$ cat src/rtl/vga_pkg.sv
// Shared types and constants for the VGA output stage: pixel source modes,
// fade engine states and the colour-bar RGB mask table.
package vga_pkg;

  typedef enum logic [1:0] {
    MODE_NORMAL = 2'd0,
    MODE_BARS   = 2'd1,
    MODE_BLACK  = 2'd2,
    MODE_WHITE  = 2'd3
  } mode_t;

  typedef enum logic [1:0] {
    BRIGHT   = 2'd0,
    FADE_OUT = 2'd1,
    DARK     = 2'd2,
    FADE_IN  = 2'd3
  } fade_state_t;

  localparam int NUM_BARS = 8;

  // {red, green, blue} masks, left to right across the screen
  localparam logic [2:0] BAR_RGB [NUM_BARS] = '{
    3'b111, 3'b110, 3'b011, 3'b010, 3'b101, 3'b100, 3'b001, 3'b000
  };

endpackage

$ cat src/rtl/vga_delay_line.sv
// Parametrised shift register that delays a small bundle by DEPTH cycles;
// DEPTH=0 collapses to a wire.
module vga_delay_line #(
  parameter int WIDTH = 3,
  parameter int DEPTH = 2
) (
  input  logic             vga_clock,
  input  logic             reset,
  input  logic [WIDTH-1:0] reset_value,
  input  logic [WIDTH-1:0] din,
  output logic [WIDTH-1:0] dout
);

  generate
    if (DEPTH == 0) begin : g_bypass
      logic unused_bypass;
      assign unused_bypass = ^{vga_clock, reset, reset_value};
      assign dout = din;
    end else begin : g_shift
      logic [WIDTH-1:0] stages [DEPTH];

      always_ff @(posedge vga_clock or negedge reset) begin
        if (!reset) begin
          for (int i = 0; i < DEPTH; i++) stages[i] <= reset_value;
        end else begin
          stages[0] <= din;
          for (int i = 1; i < DEPTH; i++) stages[i] <= stages[i-1];
        end
      end

      assign dout = stages[DEPTH-1];
    end
  endgenerate

endmodule

$ cat src/rtl/vga_output_stage.sv
// Final pixel stage before the VGA pins: aligns sync with pipelined colour,
// selects test patterns, applies a frame-paced brightness fade and blanks.
module vga_output_stage
  import vga_pkg::*;
#(
  parameter int COLOR_BITS      = 4,
  parameter int PIPE_DEPTH      = 2,
  parameter int BRIGHT_BITS     = 4,
  parameter int FRAMES_PER_STEP = 2,
  parameter int BAR_WIDTH       = 80,
  parameter int SYNC_ACTIVE_LOW = 1
) (
  input  logic                  vga_clock,
  input  logic                  reset,
  input  logic [COLOR_BITS-1:0] red_in,
  input  logic [COLOR_BITS-1:0] green_in,
  input  logic [COLOR_BITS-1:0] blue_in,
  input  logic                  display_enable,
  input  logic                  hsync_in,
  input  logic                  vsync_in,
  input  logic [1:0]            mode,
  input  logic                  fade_out_req,
  input  logic                  fade_in_req,
  output logic [COLOR_BITS-1:0] vga_red,
  output logic [COLOR_BITS-1:0] vga_green,
  output logic [COLOR_BITS-1:0] vga_blue,
  output logic                  vga_hsync,
  output logic                  vga_vsync,
  output logic                  fade_busy,
  output logic                  screen_dark
);

  localparam int LEVEL_MAX = 2 ** BRIGHT_BITS;
  localparam int LEVEL_W   = BRIGHT_BITS + 1;
  localparam int PROD_W    = COLOR_BITS + BRIGHT_BITS + 1;
  localparam int STEP_W    = (FRAMES_PER_STEP > 1) ? $clog2(FRAMES_PER_STEP) : 1;
  localparam int BAR_SPAN  = NUM_BARS * BAR_WIDTH;
  localparam int CNT_W     = $clog2(BAR_SPAN + 1);

  localparam logic               SYNC_IDLE = (SYNC_ACTIVE_LOW != 0);
  localparam logic [LEVEL_W-1:0] LVL_MAX   = LEVEL_W'(LEVEL_MAX);
  localparam logic [STEP_W-1:0]  STEP_LAST = STEP_W'(FRAMES_PER_STEP - 1);

  logic              de_d, hs_d, vs_d;
  logic              vs_prev;
  logic              frame_start;
  logic [CNT_W-1:0]  bar_cnt;
  logic [CNT_W-1:0]  bar_quot;
  logic [2:0]        bar_idx;
  logic [2:0]        bar_mask;
  logic [COLOR_BITS-1:0] src_red, src_green, src_blue;

  fade_state_t        state, state_next;
  logic [LEVEL_W-1:0] level, level_next;
  logic [STEP_W-1:0]  step_cnt, step_next;

  vga_delay_line #(
    .WIDTH (3),
    .DEPTH (PIPE_DEPTH)
  ) u_sync_delay (
    .vga_clock   (vga_clock),
    .reset       (reset),
    .reset_value ({1'b0, SYNC_IDLE, SYNC_IDLE}),
    .din         ({display_enable, hsync_in, vsync_in}),
    .dout        ({de_d, hs_d, vs_d})
  );

  // A frame begins on the delayed vsync's idle-to-active edge
  always_ff @(posedge vga_clock or negedge reset) begin
    if (!reset) vs_prev <= SYNC_IDLE;
    else        vs_prev <= vs_d;
  end

  assign frame_start = (vs_prev == SYNC_IDLE) && (vs_d != SYNC_IDLE);

  // Pixel position within the active line; stops once past the last bar
  always_ff @(posedge vga_clock or negedge reset) begin
    if (!reset)                          bar_cnt <= '0;
    else if (!de_d)                      bar_cnt <= '0;
    else if (bar_cnt != CNT_W'(BAR_SPAN)) bar_cnt <= bar_cnt + CNT_W'(1);
  end

  assign bar_quot = bar_cnt / CNT_W'(BAR_WIDTH);
  assign bar_idx  = (bar_quot > CNT_W'(NUM_BARS - 1)) ? 3'd7 : bar_quot[2:0];
  assign bar_mask = BAR_RGB[bar_idx];

  always_comb begin
    src_red   = red_in;
    src_green = green_in;
    src_blue  = blue_in;
    case (mode_t'(mode))
      MODE_BARS: begin
        src_red   = {COLOR_BITS{bar_mask[2]}};
        src_green = {COLOR_BITS{bar_mask[1]}};
        src_blue  = {COLOR_BITS{bar_mask[0]}};
      end
      MODE_BLACK: begin
        src_red   = '0;
        src_green = '0;
        src_blue  = '0;
      end
      MODE_WHITE: begin
        src_red   = '1;
        src_green = '1;
        src_blue  = '1;
      end
      default: ;
    endcase
  end

  // Full level (LEVEL_MAX) passes the colour through unchanged
  function automatic logic [COLOR_BITS-1:0] scale(input logic [COLOR_BITS-1:0] c,
                                                  input logic [LEVEL_W-1:0] l);
    logic [PROD_W-1:0] p;
    p = PROD_W'(c) * PROD_W'(l);
    return COLOR_BITS'(p >> BRIGHT_BITS);
  endfunction

  always_ff @(posedge vga_clock or negedge reset) begin
    if (!reset) begin
      vga_red   <= '0;
      vga_green <= '0;
      vga_blue  <= '0;
      vga_hsync <= SYNC_IDLE;
      vga_vsync <= SYNC_IDLE;
    end else begin
      vga_red   <= de_d ? scale(src_red,   level) : '0;
      vga_green <= de_d ? scale(src_green, level) : '0;
      vga_blue  <= de_d ? scale(src_blue,  level) : '0;
      vga_hsync <= hs_d;
      vga_vsync <= vs_d;
    end
  end

  always_ff @(posedge vga_clock or negedge reset) begin
    if (!reset) begin
      state    <= BRIGHT;
      level    <= LVL_MAX;
      step_cnt <= '0;
    end else begin
      state    <= state_next;
      level    <= level_next;
      step_cnt <= step_next;
    end
  end

  // A fade_out_req always masks a coincident fade_in_req
  always_comb begin
    state_next = state;
    level_next = level;
    step_next  = step_cnt;
    case (state)
      BRIGHT: begin
        if (fade_out_req) state_next = FADE_OUT;
      end
      FADE_OUT: begin
        if (fade_in_req && !fade_out_req) begin
          state_next = FADE_IN;
        end else if (level == '0) begin
          state_next = DARK;
        end else if (frame_start) begin
          if (step_cnt == STEP_LAST) begin
            step_next  = '0;
            level_next = level - LEVEL_W'(1);
            if (level == LEVEL_W'(1)) state_next = DARK;
          end else begin
            step_next = step_cnt + STEP_W'(1);
          end
        end
      end
      DARK: begin
        level_next = '0;
        if (fade_in_req && !fade_out_req) state_next = FADE_IN;
      end
      FADE_IN: begin
        if (fade_out_req) begin
          state_next = FADE_OUT;
        end else if (level == LVL_MAX) begin
          state_next = BRIGHT;
        end else if (frame_start) begin
          if (step_cnt == STEP_LAST) begin
            step_next  = '0;
            level_next = level + LEVEL_W'(1);
            if (level == LVL_MAX - LEVEL_W'(1)) state_next = BRIGHT;
          end else begin
            step_next = step_cnt + STEP_W'(1);
          end
        end
      end
      default: state_next = BRIGHT;
    endcase
    if (state_next != state) step_next = '0;
  end

  always_comb begin
    fade_busy   = (state == FADE_OUT) || (state == FADE_IN);
    screen_dark = (state == DARK);
  end

endmodule
$ cat config.mk
export PLATFORM = sky130hd
export DESIGN_NAME = vga_output_stage
export DESIGN_NICKNAME = d
export VERILOG_FILES = /design/src/rtl/vga_pkg.sv /design/src/rtl/vga_delay_line.sv /design/src/rtl/vga_output_stage.sv
export SDC_FILE = /design/constraint.sdc
export NUM_CORES = 1
export LEC_CHECK = 0
export CAP_MARGIN = 10
export CORE_MARGIN = 2
export CORE_UTILIZATION = 55
export CTS_CLUSTER_SIZE = 10
export DETAILED_ROUTE_END_ITERATION = 12
export PLACE_DENSITY = 0.86
export SLEW_MARGIN = 15
export SYNTH_ARGS = -nofsm -noshare
export SYNTH_HDL_FRONTEND = slang
export SYNTH_SLANG_ARGS = --single-unit
$ cat constraint.sdc
create_clock -name vga_clock -period 5.2 [get_ports vga_clock]
set_input_delay 0.52 -clock vga_clock [delete_from_list [all_inputs] [get_ports vga_clock]]
set_output_delay 0.52 -clock vga_clock [all_outputs]
set_load 0.05 [all_outputs]
* After elaboration in Yosys (flattened, before gate mapping)
Memories as Yosys holds them, arrays and structs flattened. Index checks and enable logic that the tools add are counted.
Operators by class: eq/ne operators 24, reduce and logical (&&, ||, !) cells 10, magnitude comparators 2, div/mod/pow operators 1, multiplexer cells 41, $mul 3, bitwise logic cells 2, add/sub/neg operators 4
Operators by type and width (count):
- 2-to-1 mux 5 bit | 8
- case mux 4 bit (3 select lines) | 3
- multiplier 4 x 5 -> 8 bit | 3
- 2-to-1 mux 2 bit | 12
- 2-to-1 mux 10 bit | 2
- inequality test 2 bit, second input constant | 9
- case mux 5 bit (3 select lines) | 1
- 2-to-1 mux 4 bit | 3
- inequality test 3 bit, second input constant | 4
- adder 10 x 1 -> 10 bit, second input constant | 1
- divider 10 x 7 -> 10 bit, second input constant | 1
- greater-than comparator 10 x 3 -> 1 bit, second input constant | 1
- inequality test 10 bit, second input constant | 1
- 2-to-1 mux 3 bit | 3
- AND reduction 9 bit | 1
- equality test 2 bit, second input constant | 4
- case mux 2 bit (4 select lines) | 1
- 2-to-1 mux 1 bit | 7
- nonzero test 3 bit | 2
- adder 5 x 1 -> 5 bit, second input constant | 1
- equality test 5 x 1 -> 1 bit, second input constant | 1
- equality test 5 x 4 -> 1 bit, second input constant | 1
- equality test 5 bit, second input constant | 1
- logical NOT 5 bit | 1
- 13 further kinds | 15
Word-level totals: output and inout bits 16, register bits 38, memories 1, ROM bits 24, word-level logic and storage cells 99
Memory list:
- (name not given) | depth 8, bits a word 3, rd ports 1, clocked after memory_dff 0, write ports 0, line vga_output_stage.sv:85 | assign bar_mask = BAR_RGB[bar_idx];

* Depth between registers and ports, before layout
depth in word-level cells 10, depth in mapped cells 19, depth with buffers taken out 18

* Worst setup path after synthesis
OpenSTA, ideal clock, no wires.
kind reg2reg, start point register bar_cnt[7], end point register vga_blue[3], slack 1061 ps, clock period less this slack 4139 ps, arrival time 4019 ps, stages on the path, launching flop included 19, library setup time 120 ps, path through dfrtp_1 > buf_4 > and3b_1 > o21ai_0 > o2111ai_1 > o21bai_2 > o21a_1 > nand2_1 > fa_1 > fa_1 > inv_1 > ha_1 > nand4_1 > a21oi_1 > nand2_1 > o311a_1 > a21oi_1 > o211a_1 > and3b_1
On the way: word-level cells in the longest chain between the ends 10
RTL lines:
- start, declared | line vga_output_stage.sv:47 | logic [CNT_W-1:0] bar_cnt;
- start signal, assigned | line vga_output_stage.sv:80 | else if (bar_cnt != CNT_W'(BAR_SPAN)) bar_cnt <= bar_cnt + CNT_W'(1);
- divider 10 x 7 -> 10 bit * | line vga_output_stage.sv:83 | assign bar_quot = bar_cnt / CNT_W'(BAR_WIDTH);
- greater-than comparator 10 x 3 -> 1 bit | line vga_output_stage.sv:84 | assign bar_idx = (bar_quot > CNT_W'(NUM_BARS - 1)) ? 3'd7 : bar_quot[2:0];
- 2-to-1 mux 3 bit * | line vga_output_stage.sv:84
- inverter 3 -> 4 bit (not written as such) * | line vga_output_stage.sv:85
- memory read (8 x 3 bit) *
- 2-to-1 mux 3 bit (not written as such) * (2 in a row) | line vga_output_stage.sv:85
- case mux 4 bit (3 select lines) * | line vga_output_stage.sv:91 | case (mode_t'(mode))
- multiplier 4 x 5 -> 8 bit * | line vga_output_stage.sv:115 | p = PROD_W'(c) * PROD_W'(l);
- 2-to-1 mux 4 bit * | line vga_output_stage.sv:129 | vga_blue <= de_d ? scale(src_blue, level) : '0;
- end signal, assigned | line vga_output_stage.sv:129
- end, declared | line vga_output_stage.sv:26 | output logic [COLOR_BITS-1:0] vga_blue,
Every way passes the cells marked *; elsewhere a longest branch is shown, timed or not. The select of a mux whose other input is x is not followed. A chain may end at the register's enable or synchronous reset.

* Worst setup path in the final report
start point input mode[1], end point register vga_blue[3]
On the way: word-level cells in the longest chain between the ends 4, elaborated cells between the ends (all ways) 6, those cells by class mul: 1; eq/ne: 3; mux: 2
RTL lines:
- start, declared | line vga_output_stage.sv:21 | input logic [1:0] mode,
- equality test 2 bit or equality test 2 x 1 -> 1 bit (tied branches) | line vga_output_stage.sv:91
- case mux 4 bit (3 select lines) * | line vga_output_stage.sv:91
- multiplier 4 x 5 -> 8 bit * | line vga_output_stage.sv:115
- 2-to-1 mux 4 bit * | line vga_output_stage.sv:129
Every way passes the cells marked *; elsewhere a longest branch is shown, timed or not.

==> metrics.yaml <==
first_iter_violations: 164
cpPeakStageDelay_ps: 540
hold_path.class: "input port to async pin"
drv_slew: 0
drive_above_1_share: 0.06280
wl_mm: 7.014
cts.sinks: 38
clock-root-buffer: "clkbuf_8"
synthArstFlopShare: 1.000
post_drt_wl_per_cell_um: 14.34
hpwl_mm: 5.304
drv_cap: 0
syn_inst: 390
crit_buf_inv: 2
area_growth_pct: 13.59
synthTopCellsByArea: "dfrtp_1 23%, ha_1 12%, fa_1 8.7%"
max_clock_freq_mhz: 207.7
power_uw: 2014
clock_skew_ps: 9.804
clkTransAtPathRegs_ps: 80
ant_nets: 0
nFillCells: 469
grt_max_degree: 39
setup_viol: 0
p_leak_uw: 0.001835
status: "finished, final reports clean"
grt_overflow: 0
final_nets: 482
core_region_area_sq_um: 5991
syn_area_sq_um: 3443
final-hold-violation-count: 0
ff_latch_area_sq_um: 959.7
initial_core_util: 0.5748
clock_latency_ps: 290
synthFlopType: "dfrtp_1"
final_core_util: 0.6529
max_slew_margin: 0.2692
yosys_register_bits: 38
viasPerCell: 5.728
multi_input_area_sq_um: 2298
ir_worst_vdd_uv: 318.2
fp.dieW_um: 83.13
io_buffers: 36
cp-end-kind: "register"
yosysMostFrequentCell: "and2_1"
crit_chain: "clkdlybuf4s50_1 -> nand2b_1 -> a211oi_1 -> o2111ai_1 -> o21bai_4 -> o21a_1 -> nand2_1 -> fa_1 -> fa_1 -> inv_1 -> ha_1 -> nand4_1 -> a21oi_1 -> nand2_1 -> o311a_1 -> a21oi_1 -> o211a_1 -> and3b_1"
period_minus_slack_ps: 4816
critPathArrivalTime_ps: 4990
worst_path_max_delay_cell: "fa_1"
synth_edf_count: 0
cts-buffers-inserted: 5
clockBufferDepth: 2
h-tree-depth: 2
drc_errors: 0
synth_fp_nets: 459
final_cell_count_no_fill: 489
power.density_nw_per_um2: 515.0
critPathLaunchType: "input port"
crit_fanout: 10
drt_first_pass_iters: 4
synthTopCellsByCount: "42 x and2_1, 39 x nand2_1, 33 x ha_1, 31 x dfrtp_1, 28 x inv_1"
grt_pass1_wl_mm: 12.42
grt_antenna_before_repair: 0
grt_use_total: 0.2164
synth.distinct_cells: 58
yosys.area.top_type: "dfrtp_1"
required_ps: 5370
yosysWarnings: 0
grt_pass1_vias: 2687
ys_seq_area_frac: 0.2787
globalplace.congestion: 0.8583
antenna_cells: 0
die_y_um: 83.13
postCtsSetupBuffers: 0
avgSynthCellArea_sq_um: 8.829
worstMarginPinSlew_ps: 1085
dpl.cell_count: 481
worstSetupPathType: "input port to register"
min_period_over_period: 0.9261
die_area_sq_um: 6910
rows: 28
vias: 2801
boundaryPins: 37
fin_setup_tns_ps: 0
synth_top_area_share: 0.2253
tritoncts: "yes"
crit_family: "compound AO/OA/AOI/OAI gates"
layer usage:
| layer | vias up | global-route usage | share of wire |
|---|---|---|---|
| met2 | 70 | 0.3622 | 0.50 |
| li1 | 1384 | - | - |
| met4 | 0 | 0.06706 | 0.015 |
| met1 | 1336 | 0.2793 | 0.43 |
| met3 | 11 | 0.04871 | 0.055 |
| met5 | - | 0 | 0 |
logic make-up (layout without fill, tap and decap cells):
kind of cell | Yosys count | count (layout) | share of synthesized area
flip-flops | 38 | 38 | 0.2787
buffers and inverters | 49 | 73 | 0.05596
XOR/XNOR | 21 | 21 | 0.05341
adder cells (fa/ha/maj) | 48 | 48 | 0.2071
multiplexers | 1 | 1 | 0.002907
AND/OR/NAND/NOR | 156 | 156 | 0.2467
AO/OA/AOI/OAI | 77 | 77 | 0.1552
worst paths after layout:
check | from | to | slack (ps) | depth (start not counted)
min in group vga_clock | u_sync_delay.g_shift.stages[4]$_DFF_PN1_ | u_sync_delay.dout[1]$_DFF_PN1_ | 360 | 0
hold / removal | reset | level[2]$_DFFE_PN0P_ | 320 | 1
setup reg to reg | bar_cnt[8]$_DFFE_PN0P_ | vga_blue[3]$_DFF_PN0_ | 530 | 17
max in group asynchronous | reset | u_sync_delay.g_shift.stages[5]$_DFF_PN0_ | 4350 | 1
setup / recovery | mode[1] | vga_blue[3]$_DFF_PN0_ | 380 | 18
hold reg to reg | u_sync_delay.g_shift.stages[4]$_DFF_PN1_ | u_sync_delay.dout[1]$_DFF_PN1_ | 360 | 0
repair_timing:
action                                 4_1_cts  5_1_grt
resized for setup                            0        1
hold buffers                                 0        0
setup endpoints to repair                    0        1
endpoints found under the hold margin        0        0
sequential cells by signal, indices dropped and copies added (netlist names):
signal / count
vga_vsync: 1
vga_blue: 4
step_cnt: 1
vga_red: 4
u_sync_delay.g_shift.stages: 3
u_sync_delay.dout: 3
vga_green: 4
bar_cnt: 10
level: 5
state: 2
vga_hsync: 1
report_power, final:
| part | switching (uW) | leakage (uW) | internal [uW] |
|---|---|---|---|
| Sequential | 116 | 0.000476 | 373 |
| Combinational | 729 | 0.00131 | 586 |
| Clock | 104 | 0.0000482 | 107 |
final cells by class:
class | instances | share of cell area
tap | 75 | 0.02399
multi-input combinational | 303 | 0.5877
timing repair buffer | 37 | 0.09277
clock buffer | 7 | 0.02207
inverter | 28 | 0.02687
sequential | 38 | 0.2454
clock inverter | 1 | 0.001280
layout by cell type (no fill, tap or decap), drive strengths merged, types with 2 or more instances in the layout:
master	count
clkbuf	7
ha	33
nor2b	2
nor2	21
and3b	4
and2	42
nand4	5
o211a	2
clkdlybuf4s50	35
o311a	2
a31o	4
or3	4
o21bai	3
dfrtp	31
nand2	39
or2	2
fa	15
and3	8
dfstp	7
nand2b	6
nand4b	2
xnor2	17
inv	28
nand3	5
a211o	2
o31ai	2
xor2	4
or4b	2
o21a	9
a21o	5
buf	2
nor3	7
o21ai	14
nor3b	2
a21oi	18
a211oi	5
stage by stage:
stage / hold WS [ps] / setup slack [ps] / area, sq um
after floorplan: 224.4 / 1061 / 3443
after global placement: 346.1 / 291.6 / 3812
after detailed placement: 347.5 / 17.83 / 3812
after CTS: 359.9 / 340.7 / 3904
after global routing: 362.0 / -17.95 / 3911
final: 322.2 / 384.3 / 3911
worst reg2reg max path: stages, from the launching register on:
cell and delay [ps]:
dfrtp_1 510, nor3b_2 240, a211oi_1 260, o2111ai_1 250, o21bai_4 290, o21a_1 210
nand2_1 80, fa_1 510, fa_1 540, inv_1 40, ha_1 260, nand4_1 90
a21oi_1 250, nand2_1 80, o311a_1 330, a21oi_1 240, o211a_1 180, and3b_1 180
(Power assumes the default switching activity.)
